**config.mk**
```make
export PLATFORM = sky130hd
export DESIGN_NAME = serial_mag_comparator_flat
export DESIGN_NICKNAME = d
export VERILOG_FILES = /design/src/rtl/serial_mag_comparator_if.sv /design/src/rtl/serial_mag_comparator.sv /design/src/flat_wrapper.sv
export SDC_FILE = /design/constraint.sdc
export NUM_CORES = 1
export LEC_CHECK = 0
export ABC_AREA = 0
export BUFFER_PORTS_ARGS = -buffer_cell sky130_fd_sc_hd__clkbuf_2
export CORE_UTILIZATION = 59
export DETAILED_ROUTE_END_ITERATION = 7
export GPL_TIMING_DRIVEN = 0
export HOLD_SLACK_MARGIN = 0.02
export MAX_ROUTING_LAYER = met4
export PLACE_DENSITY_LB_ADDON = 0.3
export SETUP_SLACK_MARGIN = 0.1
export SYNTH_ARGS = -nofsm -noshare
export SYNTH_HDL_FRONTEND = slang
export SYNTH_SLANG_ARGS = --single-unit
```
**constraint.sdc**
```tcl
create_clock -name clk -period 3.3 [get_ports clk]
set_input_delay 0.165 -clock clk [delete_from_list [all_inputs] [get_ports clk]]
set_output_delay 0.165 -clock clk [all_outputs]
set_load 0.005 [all_outputs]
```
**src/rtl/serial_mag_comparator_if.sv**
```systemverilog
// Handshake and result bundle for the bit-serial magnitude comparator.
interface serial_mag_comparator_if #(
  parameter int WIDTH = 8,
  parameter int CW    = $clog2(WIDTH + 1)
);
  logic             start;
  logic [WIDTH-1:0] a_in;
  logic [WIDTH-1:0] b_in;
  logic             busy;
  logic             done;
  logic             gt;
  logic             eq;
  logic             lt;
  logic [CW-1:0]    bits_used;

  modport master (
    output start, a_in, b_in,
    input  busy, done, gt, eq, lt, bits_used
  );

  modport slave (
    input  start, a_in, b_in,
    output busy, done, gt, eq, lt, bits_used
  );
endinterface

```
**src/rtl/serial_mag_comparator.sv**
```systemverilog
// Bit-serial MSB-first magnitude comparator with early exit on the first
// differing bit. Results hold until the next accepted start.
//
//   state | meaning
//   IDLE  | waiting for start
//   SHIFT | comparing one bit per cycle
//   DONE  | result valid, done pulses for this single cycle
module serial_mag_comparator #(
  parameter int WIDTH = 8
) (
  input logic                    clk,
  input logic                    rst,
  serial_mag_comparator_if.slave bus
);
  localparam int CW = $clog2(WIDTH + 1);

  typedef enum logic [1:0] {
    IDLE  = 2'd0,
    SHIFT = 2'd1,
    DONE  = 2'd2
  } state_t;

  state_t           state;
  state_t           state_nxt;
  logic [WIDTH-1:0] a_sh;
  logic [WIDTH-1:0] b_sh;
  logic [CW-1:0]    cnt;
  logic             gt_r;
  logic             eq_r;
  logic             lt_r;
  logic [CW-1:0]    bits_used_r;
  logic             msb_differ;
  logic             last_bit;

  assign msb_differ = a_sh[WIDTH-1] ^ b_sh[WIDTH-1];
  assign last_bit   = (cnt == CW'(WIDTH - 1));

  // State register.
  always_ff @(posedge clk) begin
    if (rst) state <= IDLE;
    else     state <= state_nxt;
  end

  // Next-state logic; DONE always returns to IDLE so a held start waits a cycle.
  always_comb begin
    state_nxt = state;
    case (state)
      IDLE:    if (bus.start) state_nxt = SHIFT;
      SHIFT:   if (msb_differ || last_bit) state_nxt = DONE;
      DONE:    state_nxt = IDLE;
      default: state_nxt = IDLE;
    endcase
  end

  // Operand shifting, bit counter and held result registers.
  always_ff @(posedge clk) begin
    if (rst) begin
      a_sh        <= '0;
      b_sh        <= '0;
      cnt         <= '0;
      gt_r        <= 1'b0;
      eq_r        <= 1'b0;
      lt_r        <= 1'b0;
      bits_used_r <= '0;
    end else begin
      case (state)
        IDLE: begin
          if (bus.start) begin
            a_sh        <= bus.a_in;
            b_sh        <= bus.b_in;
            cnt         <= '0;
            gt_r        <= 1'b0;
            eq_r        <= 1'b0;
            lt_r        <= 1'b0;
            bits_used_r <= '0;
          end
        end
        SHIFT: begin
          cnt <= cnt + CW'(1);
          if (msb_differ) begin
            gt_r        <= a_sh[WIDTH-1];
            lt_r        <= b_sh[WIDTH-1];
            bits_used_r <= cnt + CW'(1);
          end else if (last_bit) begin
            eq_r        <= 1'b1;
            bits_used_r <= CW'(WIDTH);
          end else begin
            a_sh <= {a_sh[WIDTH-2:0], 1'b0};
            b_sh <= {b_sh[WIDTH-2:0], 1'b0};
          end
        end
        default: ;
      endcase
    end
  end

  assign bus.busy      = (state == SHIFT) || (state == DONE);
  assign bus.done      = (state == DONE);
  assign bus.gt        = gt_r;
  assign bus.eq        = eq_r;
  assign bus.lt        = lt_r;
  assign bus.bits_used = bits_used_r;
endmodule

```
**src/flat_wrapper.sv**
```systemverilog
// flat-port wrapper written by rule: the top's interface ports become plain ports
module serial_mag_comparator_flat 
#(
  parameter int WIDTH = 8
)
  (clk, rst, bus_start, bus_a_in, bus_b_in, bus_busy, bus_done, bus_gt, bus_eq, bus_lt, bus_bits_used);
  serial_mag_comparator_if #(.WIDTH(WIDTH)) bus_i ();
  input logic clk;
  input logic rst;
  input wire logic [$bits(bus_i.start)-1:0] bus_start;
  input wire logic [$bits(bus_i.a_in)-1:0] bus_a_in;
  input wire logic [$bits(bus_i.b_in)-1:0] bus_b_in;
  output wire logic [$bits(bus_i.busy)-1:0] bus_busy;
  output wire logic [$bits(bus_i.done)-1:0] bus_done;
  output wire logic [$bits(bus_i.gt)-1:0] bus_gt;
  output wire logic [$bits(bus_i.eq)-1:0] bus_eq;
  output wire logic [$bits(bus_i.lt)-1:0] bus_lt;
  output wire logic [$bits(bus_i.bits_used)-1:0] bus_bits_used;
  assign bus_i.start = bus_start;
  assign bus_i.a_in = bus_a_in;
  assign bus_i.b_in = bus_b_in;
  assign bus_busy = bus_i.busy;
  assign bus_done = bus_i.done;
  assign bus_gt = bus_i.gt;
  assign bus_eq = bus_i.eq;
  assign bus_lt = bus_i.lt;
  assign bus_bits_used = bus_i.bits_used;
  serial_mag_comparator #(.WIDTH(WIDTH)) u_core (.clk(clk), .rst(rst), .bus(bus_i));
endmodule
```
* After elaboration in Yosys (flattened, before gate mapping)
Cells that the tools add are included.
Word-level totals: output and inout bits 9, input bits 19, register bits 29
Operators by class: reduce and logical (&&, ||, !) cells 10, bitwise gates (word level) 1, equality and inequality tests 10, add/sub/neg operators 1, multiplexer cells 24
Operator list (count):
- $mux W8 | 6
- $pmux W8 S2 | 2
- $pmux W4 S2 | 2
- $mux W4 | 3
- $reduce_and A4 Y1 | 2
- $ne A2 B1 Y1 const B | 3
- $ne A2 B2 Y1 const B | 3
- $pmux W1 S2 | 3
- $reduce_and A3 Y1 | 2
- $mux W1 | 5
- $add A4 B1 Y4 const B | 1
- $eq A4 B3 Y1 const B | 1
- $mux W2 | 2
- $pmux W2 S2 | 1
- $reduce_and A2 Y1 | 2
- $ne A3 B1 Y1 const B | 1
- $eq A2 B1 Y1 const B | 1
- $eq A2 B2 Y1 const B | 1
- $logic_not A2 Y1 | 1
- $logic_or A1 B1 Y1 | 2
- $reduce_bool A2 Y1 | 1
- $xor A1 B1 Y1 | 1

* Depth between registers and ports, before layout
Gate-level depths: netlist of the first run.
word-level depth 4, depth in mapped cells 8

* Least setup slack after synthesis of the first run
Ideal clock, no wire load.
kind flip-flop to flip-flop, start register u_core.state[0], end register u_core.a_sh[1], setup time 116 ps, period minus slack after synthesis 1572 ps, data arrival time 1456 ps, path buffers 2, setup slack 1728 ps, data required time 3184 ps, stages on the path, launching flop included 9, cells stage by stage dfxtp_1 -> inv_1 -> ha_1 -> buf_6 -> mux2i_4 -> o21ba_1 -> buf_6 -> o21ai_0 -> nand2_1
On the way: cells in the longest elaborated chain, start to end 3
Ends and longest elaborated chain:
- from (decl) | RTL line serial_mag_comparator.sv:23 | state_t state;
- from (signal assigned) | RTL line serial_mag_comparator.sv:41 | else state <= state_nxt;
- $eq A2 B1 Y1 / $logic_not A2 Y1 (equally long branches) | RTL line serial_mag_comparator.sv:66 | case (state)
- $ne A2 B2 Y1 (no line) / $reduce_bool A2 Y1 (equally long branches)
- $reduce_and A4 Y1 (no line)
- to (signal assigned) | RTL line serial_mag_comparator.sv:69 | a_sh <= bus.a_in;
- to (signal assigned) | RTL line serial_mag_comparator.sv:88 | a_sh <= {a_sh[WIDTH-2:0], 1'b0};
- to (decl) | RTL line serial_mag_comparator.sv:25 | logic [WIDTH-1:0] a_sh;
Parallel ways exist; a longest one is shown, timed or not. A chain may end at the register's enable or synchronous reset.

* Worst setup path after layout of the first run
Ends and elaborated chain as after synthesis.

==> results.sh, run 1 <==
export IMPL_synth_top_area_cell="dfxtp_1"
export IMPL_reg2reg_from="u_core.state[0]$_SDFFE_PP0P_"
export IMPL_synth_most_common_cell="nand2_1"
export IMPL_synth_distinct_cells=40
export IMPL_insertion_delay_ns=0.33
export IMPL_antenna_found_initial=0
export IMPL_vias_per_cell=5.58
export IMPL_tns_ns=0
export IMPL_globalRouteTotalUtil_pct=27.7
export IMPL_die_h_um=54.6
export IMPL_cts_resized=0
export IMPL_synthArstFlopShare_pct=0
export IMPL_dp_hpwl_um=2410
export IMPL_cts_buffer_depth=2
export IMPL_postCtsSetupBuffers=0
export IMPL_cts_root_buf="clkbuf_4"
export IMPL_required_ns=3.53
export IMPL_drt_initial_drc_count=45
export IMPL_place_gp_congestion=0.835
export IMPL_yosys_register_bits=29
export IMPL_holdBufCountCts=0
export IMPL_synth_top_area_share_pct=35.5
export IMPL_ant_nets=0
export IMPL_drv_slew=0
export IMPL_netlist_area_mm2=0.00163
export IMPL_outcome="finished, final reports clean"
export IMPL_area_growth_pct=13.6
export IMPL_die_x_um=54.6
export IMPL_yosys_top_cells_count="32 x nand2_1, 29 x dfxtp_1, 19 x nor2_1"
export IMPL_clk_pin_slew_ns=0.09
export IMPL_dieArea_mm2=0.00298
export IMPL_clkSinkCount=29
export IMPL_powerDensity_mw_per_mm2=633
export IMPL_hold_viol=0
export IMPL_hold_start="bus_b_in[0]"
export IMPL_critPathLaunchType="flop"
export IMPL_reg2reg_slack_ns=1.60
export IMPL_via_count=1484
export IMPL_min_path_cells=3
export IMPL_wl_per_cell_um=12.9
export IMPL_fp_coreArea_mm2=0.00254
export IMPL_overflow=0
export IMPL_cts_buffers=5
export IMPL_synth_ff_type="dfxtp_1"
export IMPL_num_rows=18
export IMPL_first_pass_iters=4
export IMPL_holdPathEnd="u_core.b_sh[0]$_SDFFE_PP0P_"
export IMPL_final_cells=266
export IMPL_crit_type="flop to flop"
export IMPL_fin_skew_ns=0.00551
export IMPL_dp_cells=259
export IMPL_min_path_type="input pin to flop"
export IMPL_leakagePower_nw=0.788
export IMPL_fin_crit_sh_pct=51.5
export IMPL_crit_arrival_ns=1.93
export IMPL_io_buffers=26
export IMPL_avgSynthCellArea_um2=8.05
export IMPL_final_fill_count=201
export IMPL_setup_violations=0
export IMPL_first_global_vias=1285
export IMPL_drc=0
export IMPL_worstReg2RegEnd="u_core.a_sh[1]$_SDFFE_PP0P_"
export IMPL_ir_drop_mv=0.468
export IMPL_p_total_mw=1.17
export IMPL_synth_cells=203
export IMPL_max_cap_viol_count=0
export IMPL_finalWirelength_um=3430
export IMPL_initial_utilization_pct=64.2
export IMPL_drive_above_1_share_pct=22.9
export IMPL_grt_pass1_wl_um=5620
export IMPL_ys_seq_area_share_pct=35.5
export IMPL_synthTopCellsByArea="dfxtp_1 36%, nand2_1 7.4%, a311oi_1 4.8%"
export IMPL_grt_setup_unrepaired="no"
export IMPL_yosysWarnings=0
export IMPL_crit_path_end_kind="flop"
export IMPL_synth_edf_count=0
export IMPL_rr_worst_depth=8
export IMPL_num_io_pins=28
export IMPL_nets=259
export IMPL_fmax_mhz=588
export IMPL_cp_max_fo=10
export IMPL_period_minus_slack_ns=1.70
export IMPL_cts_tree="built"
export IMPL_slew_headroom_pct=63.0
export IMPL_grt_max_degree=11
export IMPL_synth_fp_nets=226
export IMPL_tightest_slew_ns=0.555
export IMPL_cts_htree_levels=2
export IMPL_diodes=0
metrics by stage:
stage / setup slack, ns / hold slack, ns / cell area [um^2] / util [%]
after detailed placement: 1.62 / 0.399 / 1800 / 70.8
after global routing: 1.47 / 0.0534 / 1860 / 73.0
after floorplan: 1.73 / 0.305 / 1630 / -
after global placement: 1.62 / 0.398 / 1800 / 70.8
final: 1.60 / 0.0516 / 1860 / 73.0
after CTS: 1.60 / 0.0429 / 1860 / 73.0
final cells by class:
cell class,count,area (um^2),share of cell area [%]
plain buffers,15,103,5.53
clock buffers,7,55.1,2.96
inverters,18,67.6,3.64
multi-input cells,141,883,47.6
flip-flops and latches,29,581,31.3
well taps,30,37.5,2.02
repair buffers,26,130,7.01
how the worst max path moves through the flow:
stage | startpoint | endpoint | cells past startpoint
finish | u_core.state[0]$_SDFFE_PP0P_ | u_core.a_sh[1]$_SDFFE_PP0P_ | 8
CTS | u_core.state[0]$_SDFFE_PP0P_ | u_core.b_sh[5]$_SDFFE_PP0P_ | 8
global route | u_core.state[0]$_SDFFE_PP0P_ | u_core.a_sh[1]$_SDFFE_PP0P_ | 8
floorplan | u_core.state[0]$_SDFFE_PP0P_ | u_core.a_sh[1]$_SDFFE_PP0P_ | 8
global placement | u_core.state[0]$_SDFFE_PP0P_ | u_core.a_sh[1]$_SDFFE_PP0P_ | 8
detailed placement | u_core.state[0]$_SDFFE_PP0P_ | u_core.b_sh[5]$_SDFFE_PP0P_ | 8
power by group:
part           internal, mW  switching (mW)  total (mW)
clock network         0.100           0.124       0.224
logic                 0.200           0.296       0.495
registers             0.421          0.0344       0.455
metal layers:
layer | track usage [%] | wire (um) | vias up
met2 | 41.2 | 1530 | 44
met4 | 10.7 | 40 | 0
met3 | 8.61 | 216 | 7
met5 | - | 0 | -
li1 | - | - | 770
met1 | 34.8 | 1640 | 663
layout by cell type (no fill, tap or decap), drive strengths merged, types with 2 or more instances in the layout:
cell type	netlist	layout
inv	18	18
a211oi	3	3
clkbuf	4	37
nor2	19	19
ha	4	4
xnor2	3	3
xor2	2	2
a311oi	12	12
or3	2	2
buf	11	11
nand2	32	32
mux2i	2	2
a21oi	14	14
o21ai	16	16
nor3	6	6
a32oi	3	3
a31oi	2	2
dfxtp	29	29
nand3	8	8
registers in the layout, summed over array words and instances (netlist names):
name / cells
u_core.a_sh: 8
u_core.b_sh: 8
u_core.bus.bits_used: 4
u_core.cnt: 4
u_core.state: 2
u_core.bus.eq: 1
u_core.bus.gt: 1
u_core.bus.lt: 1
kinds of logic (layout without fill, tap and decap cells):
family          count (synthesis)  count (layout)  synth area share [%]
compound gates                 55              55                  24.1
xor+xnor                        5               5                  4.29
fa+ha+maj                       4               4                  3.06
buf+inv                        33              66                  10.4
flops                          29              29                  35.5
mux                             3               3                  2.68
simple gates                   74              74                  19.9
worst max-delay path, cell delays in order, from the launching register on:
cell     delay [ns]
dfxtp_1        0.36
inv_1          0.07
ha_1           0.20
buf_6          0.14
mux2i_4        0.22
o21ba_1        0.24
buf_6          0.15
o21ai_0        0.16
nand2_1        0.06
(Power assumes the default switching activity.)
==> inputs of run 2 (changes only) <==
CORE_UTILIZATION = 55   (was 59)
clock period = 1.6 ns   (was 3.3 ns; I/O delays follow)
==> run 2 against run 1 <==
Net effect:
- the flow now finishes with violations (setup timing)
- count of clock-buffer cells in the layout did not move
- critical path depth did not move
- sequential share of layout area fell by 5.4 points
- design area rose by 23%
- critical path type unchanged
- via count rose by 16%
- routed wire length rose by 44%
==> results.sh, run 2 (synthesized netlist as in run 1, its figures left out) <==
export IMPL_ir_drop_mv=1.14
export IMPL_largestRegisters="u_core.a_sh (8), u_core.b_sh (8)"
export IMPL_fp_coreArea_mm2=0.00278
export IMPL_diodes=0
export IMPL_hold_viol=0
export IMPL_slew_headroom_pct=56.2
export IMPL_min_path_type="input pin to flop"
export IMPL_worst_path_buf_inv=3
export IMPL_cts_tree="built"
export IMPL_drive_above_1_share_pct=45.9
export IMPL_failed_checks="setup timing"
export IMPL_clk_pin_slew_ns=0.10
export IMPL_final_cell_mix="26 x clkbuf_2, 26 x dfxtp_1, 23 x nand2_1"
export IMPL_overflow=0
export IMPL_dieArea_mm2=0.00319
export IMPL_leakagePower_nw=0.928
export IMPL_p_total_mw=3.04
export IMPL_crit_type="flop to flop"
export IMPL_setup_violations=14
export IMPL_die_h_um=56.5
export IMPL_wl_per_cell_um=17.2
export IMPL_clkSinkCount=29
export IMPL_tns_ns=-0.305
export IMPL_nets=278
export IMPL_vias_per_cell=6.02
export IMPL_grt_pass1_wl_um=7160
export IMPL_finish_utilization_pct=82.0
export IMPL_finalWirelength_um=4930
export IMPL_cp_max_fo=5
export IMPL_finalWorstSetupSlack_ns=-0.0426
export IMPL_outcome="finished, violations left"
export IMPL_powerDensity_mw_per_mm2=1330
export IMPL_io_buffers=26
export IMPL_cts_buffers=5
export IMPL_grt_setup_unrepaired="yes"
export IMPL_max_cap_viol_count=0
export IMPL_period_minus_slack_ns=1.64
export IMPL_num_rows=19
export IMPL_worstPathCellList="inv_4 -> ha_4 -> mux2i_4 -> buf_6 -> a211oi_4 -> buf_6 -> nand2_1 -> nand2_1"
export IMPL_tightest_slew_ns=0.657
export IMPL_fin_crit_sh_pct=103
export IMPL_place_gp_congestion=0.790
export IMPL_required_ns=1.89
export IMPL_initial_utilization_pct=58.7
export IMPL_insertion_delay_ns=0.34
export IMPL_num_io_pins=28
export IMPL_drc=0
export IMPL_fin_skew_ns=0.0110
export IMPL_die_x_um=56.5
export IMPL_first_global_vias=1576
export IMPL_crit_arrival_ns=1.93
export IMPL_via_count=1721
export IMPL_grt_max_degree=11
export IMPL_ant_nets=0
export IMPL_slowest_stage="dfxtp_4"
export IMPL_drv_slew=0
export IMPL_cts_root_buf="clkbuf_4"
export IMPL_dp_cells=260
export IMPL_first_pass_iters=4
export IMPL_critPathLaunchType="flop"
export IMPL_fmax_mhz=609
export IMPL_final_cells=286
export IMPL_dp_slack_ns=-0.0504
export IMPL_antenna_found_initial=0
export IMPL_path_delay_family="flip-flops"
export IMPL_cpPeakStageDelay_ns=0.39
export IMPL_cts_htree_levels=2
export IMPL_crit_path_end_kind="flop"
export IMPL_globalRouteTotalUtil_pct=30.2
export IMPL_area_growth_pct=39.6
export IMPL_cts_buffer_depth=2
export IMPL_dp_hpwl_um=2470
export IMPL_drt_initial_drc_count=129
## run 2: changes by cell type in the layout (fill, tap and decap cells not counted), moves of 6 or more
cell and delta:
o21ai_2 +8, nand2_1 -9, nand2_2 +9, buf_6 +6
buf_4 +9
## run 2: metal layers
layer	part of all wire [%]	vias to the layer above	global-route usage, %
li1	-	813	-
met1	41	795	34.6
met2	50	97	48.9
met3	6.9	16	8.99
met4	2.5	0	12.5
met5	0	-	-
## run 2: timing repair
action,in CTS,in global routing
pin swaps,10,14
resized for setup,41,30
endpoints found under the hold margin,2,0
endpoints found under the setup margin,25,29
hold buffers,2,0
buffers inserted,13,5
cloned,2,0
## run 2: through the flow
step	area (um^2)	hold WS [ns]
floorplan	1650	0.220
global placement	1820	0.327
detailed placement	1820	0.321
CTS	2150	0.0643
global route	2280	0.125
finish	2280	0.0983
## run 2: power by group
group          switching [mW]  total, mW  leakage (nW)  internal (mW)
Sequential              0.103      0.976         0.240          0.874
Combinational           0.878       1.59         0.657          0.712
Clock                   0.265      0.472        0.0314          0.207
Total                    1.25       3.04         0.928           1.79
## run 2: final timing paths
kind,cells after the start,end,slack (ns),start
min,5,u_core.a_sh[2]$_SDFFE_PP0P_,0.1,bus_a_in[2]
min reg2reg,2,u_core.b_sh[1]$_SDFFE_PP0P_,0.46,u_core.b_sh[1]$_SDFFE_PP0P_
max,8,u_core.b_sh[3]$_SDFFE_PP0P_,-0.04,u_core.state[0]$_SDFFE_PP0P_
max reg2reg,8,u_core.b_sh[3]$_SDFFE_PP0P_,-0.04,u_core.state[0]$_SDFFE_PP0P_
## run 2: worst min-delay path: stages
cell and delay, ns:
clkbuf_2 0.08, nor2_1 0.08, a311oi_1 0.07, nand2_1 0.06, nand2_1 0.04
## run 2: layout make-up
type                            count  area [um^2]
Inverter                           18         72.6
Multi-Input combinational cell    141         1090
Buffer                             13         95.1
Fill cell                         156          500
Tap cell                           31         38.8
Clock buffer                        7         55.1
Timing Repair Buffer               47          339
Sequential cell                    29          589
==> inputs of run 3 (changes only) <==
ABC_AREA = 1   (was 0)
CORE_UTILIZATION = 54   (was 55)
==> run 3 against run 2 <==
Net effect:
- final cell count increased by 7.0%
- worst hold slack got worse by 0.034 ns
- critical path depth increased by 2
- first-iteration DRC count decreased by 52%
- the flow now finishes without violations
- via count decreased by 9.6%
- largest cell class unchanged
- routed wire length decreased by 24%
- clock skew decreased by 0.0075 ns
- die area decreased by 6.3%
- non-clock buffer count decreased by 13
==> results.sh, run 3 <==
export IMPL_yosysWarnings=0
export IMPL_crit_path_end_kind="flop"
export IMPL_routed_wl_met2_um=1810
export IMPL_critPathLaunchType="flop"
export IMPL_met1_length_um=1610
export IMPL_layout_commonest_cell="nand2_1"
export IMPL_tns_ns=0
export IMPL_cp_max_fo=6
export IMPL_grt_max_degree=11
export IMPL_synthTopCellsByArea="dfxtp_1 39%, nand2_1 19%, nor2_1 10%"
export IMPL_final_cell_mix="64 x nand2_1, 36 x nor2_1, 27 x dfxtp_1"
export IMPL_die_h_um=54.7
export IMPL_yosys_top_cells_count="74 x nand2_1, 40 x nor2_1, 29 x dfxtp_1"
export IMPL_avgSynthCellArea_um2=6.46
export IMPL_p_total_mw=3.93
export IMPL_wl_per_cell_um=12.2
export IMPL_fin_crit_sh_pct=96.0
export IMPL_setup_violations=0
export IMPL_synth_cells=232
export IMPL_clk_pin_slew_ns=0.09
export IMPL_globalRouteTotalUtil_pct=27.3
export IMPL_drt_initial_drc_count=62
export IMPL_drv_slew=0
export IMPL_ant_nets=0
export IMPL_fp_coreArea_mm2=0.00254
export IMPL_via_count=1556
export IMPL_nets=299
export IMPL_hold_viol=0
export IMPL_area_growth_pct=30.6
export IMPL_required_ns=1.87
export IMPL_post_route_cell_area_mm2=0.00196
export IMPL_grt_setup_unrepaired="yes"
export IMPL_first_pass_iters=4
export IMPL_initial_utilization_pct=58.9
export IMPL_largestRegisters="u_core.a_sh (8), u_core.b_sh (8)"
export IMPL_outcome="finished, final reports clean"
export IMPL_num_io_pins=28
export IMPL_synthArstFlopShare_pct=0
export IMPL_wl_met3_um=221
export IMPL_synth_edf_count=0
export IMPL_insertion_delay_ns=0.34
export IMPL_diodes=0
export IMPL_post_dp_cell_area_mm2=0.00167
export IMPL_die_x_um=54.7
export IMPL_powerDensity_mw_per_mm2=2010
export IMPL_period_minus_slack_ns=1.54
export IMPL_fin_skew_ns=0.00348
export IMPL_io_buffers=26
export IMPL_synth_fp_nets=255
export IMPL_min_path_type="input pin to flop"
export IMPL_antenna_found_initial=0
export IMPL_num_rows=18
export IMPL_leakagePower_nw=0.989
export IMPL_tightest_slew_ns=0.367
export IMPL_drc=0
export IMPL_cts_htree_levels=2
export IMPL_final_fill_count=203
export IMPL_cts_buffer_depth=2
export IMPL_cts_buffers=5
export IMPL_synth_most_common_cell="nand2_1"
export IMPL_dieArea_mm2=0.00299
export IMPL_finalWirelength_um=3730
export IMPL_crit_type="flop to flop"
export IMPL_slew_headroom_pct=75.5
export IMPL_synth_ff_type="dfxtp_1"
export IMPL_netlist_area_mm2=0.00150
export IMPL_overflow=0
export IMPL_clkSinkCount=29
export IMPL_synth_distinct_cells=20
export IMPL_yosys_register_bits=29
export IMPL_cts_tree="built"
export IMPL_grt_pass1_wl_um=5510
export IMPL_place_gp_congestion=0.883
export IMPL_highest_layer="met4"
export IMPL_vias_per_cell=5.08
export IMPL_synth_top_area_share_pct=38.7
export IMPL_fmax_mhz=651
export IMPL_ys_seq_area_share_pct=38.7
export IMPL_ir_drop_mv=1.84
export IMPL_cts_root_buf="clkbuf_4"
export IMPL_max_cap_viol_count=0
export IMPL_crit_arrival_ns=1.81
export IMPL_drive_above_1_share_pct=29.0
export IMPL_synth_top_area_cell="dfxtp_1"
export IMPL_first_global_vias=1343
export IMPL_dp_hpwl_um=2240
==> run 3: cells by family after synthesis <==
logic type | share of synthesized area (%)
AO/OA/AOI/OAI | 9.93
XOR/XNOR | 0.584
adder cells (fa/ha/maj) | 3.34
buffers and inverters | 11.7
flip-flops | 38.7
AND/OR/NAND/NOR | 35.7
==> run 3: repair_timing <==
| item | CTS | global route |
|---|---|---|
| hold endpoints to repair | 2 | 0 |
| hold buffers | 2 | 0 |
| gates cloned | 0 | 3 |
| gates resized for setup | 9 | 29 |
| endpoints found under the setup margin | 22 | 24 |
| pin swaps | 1 | 7 |
| setup buffers | 0 | 6 |
==> run 3: per-layer routing <==
| layer | vias up | global-route usage [%] |
|---|---|---|
| li1 | 796 | - |
| met2 | 54 | 46.4 |
| met1 | 696 | 28.6 |
| met5 | - | - |
| met4 | 0 | 12.0 |
| met3 | 10 | 8.89 |
==> run 3: report_power, final <==
group / switching, mW / total, mW / internal, mW
Sequential: 0.127 / 1.09 / 0.966
Clock: 0.259 / 0.466 / 0.207
Combinational: 1.33 / 2.37 / 1.05
Total: 1.71 / 3.93 / 2.22
==> run 3: worst paths after layout <==
check / slack [ns] / cells past startpoint / start / end
max: 0.06 / 10 / u_core.state[0]$_SDFFE_PP0P_ / u_core.b_sh[6]$_SDFFE_PP0P_
min: 0.06 / 5 / bus_a_in[1] / u_core.a_sh[1]$_SDFFE_PP0P_
max reg2reg: 0.06 / 10 / u_core.state[0]$_SDFFE_PP0P_ / u_core.b_sh[6]$_SDFFE_PP0P_
min reg2reg: 0.46 / 2 / u_core.bus.eq$_SDFFE_PP0P_ / u_core.bus.eq$_SDFFE_PP0P_
==> run 3: critical path, cell delays in order (launching register included) <==
cell and delay, ns:
dfxtp_4 0.39, inv_4 0.05, ha_4 0.18, inv_4 0.06, nor2_4 0.04, nor2_4 0.16
nand3_4 0.18, buf_4 0.21, nand2_1 0.06, nand2_1 0.05, nor2_1 0.10
==> run 3: layout make-up <==
cell class | instances | area [um^2] | share of cell area, %
flip-flops and latches | 29 | 586 | 29.9
clock buffers | 7 | 55.1 | 2.81
inverters | 29 | 116 | 5.95
multi-input cells | 164 | 822 | 42.0
well taps | 30 | 37.5 | 1.92
plain buffers | 10 | 87.6 | 4.48
repair buffers | 37 | 253 | 12.9
==> run 3: stage by stage <==
step                hold WS [ns]  util [%]  instances  worst slack (ns)
finish                    0.0648      76.9        306            0.0644
global route              0.0988      76.9        306           -0.0174
CTS                       0.0554      69.4        297             0.102
detailed placement         0.323      65.5        288          -0.00951
global placement           0.326      65.5        288           0.00769
floorplan                  0.227         -        232             0.173
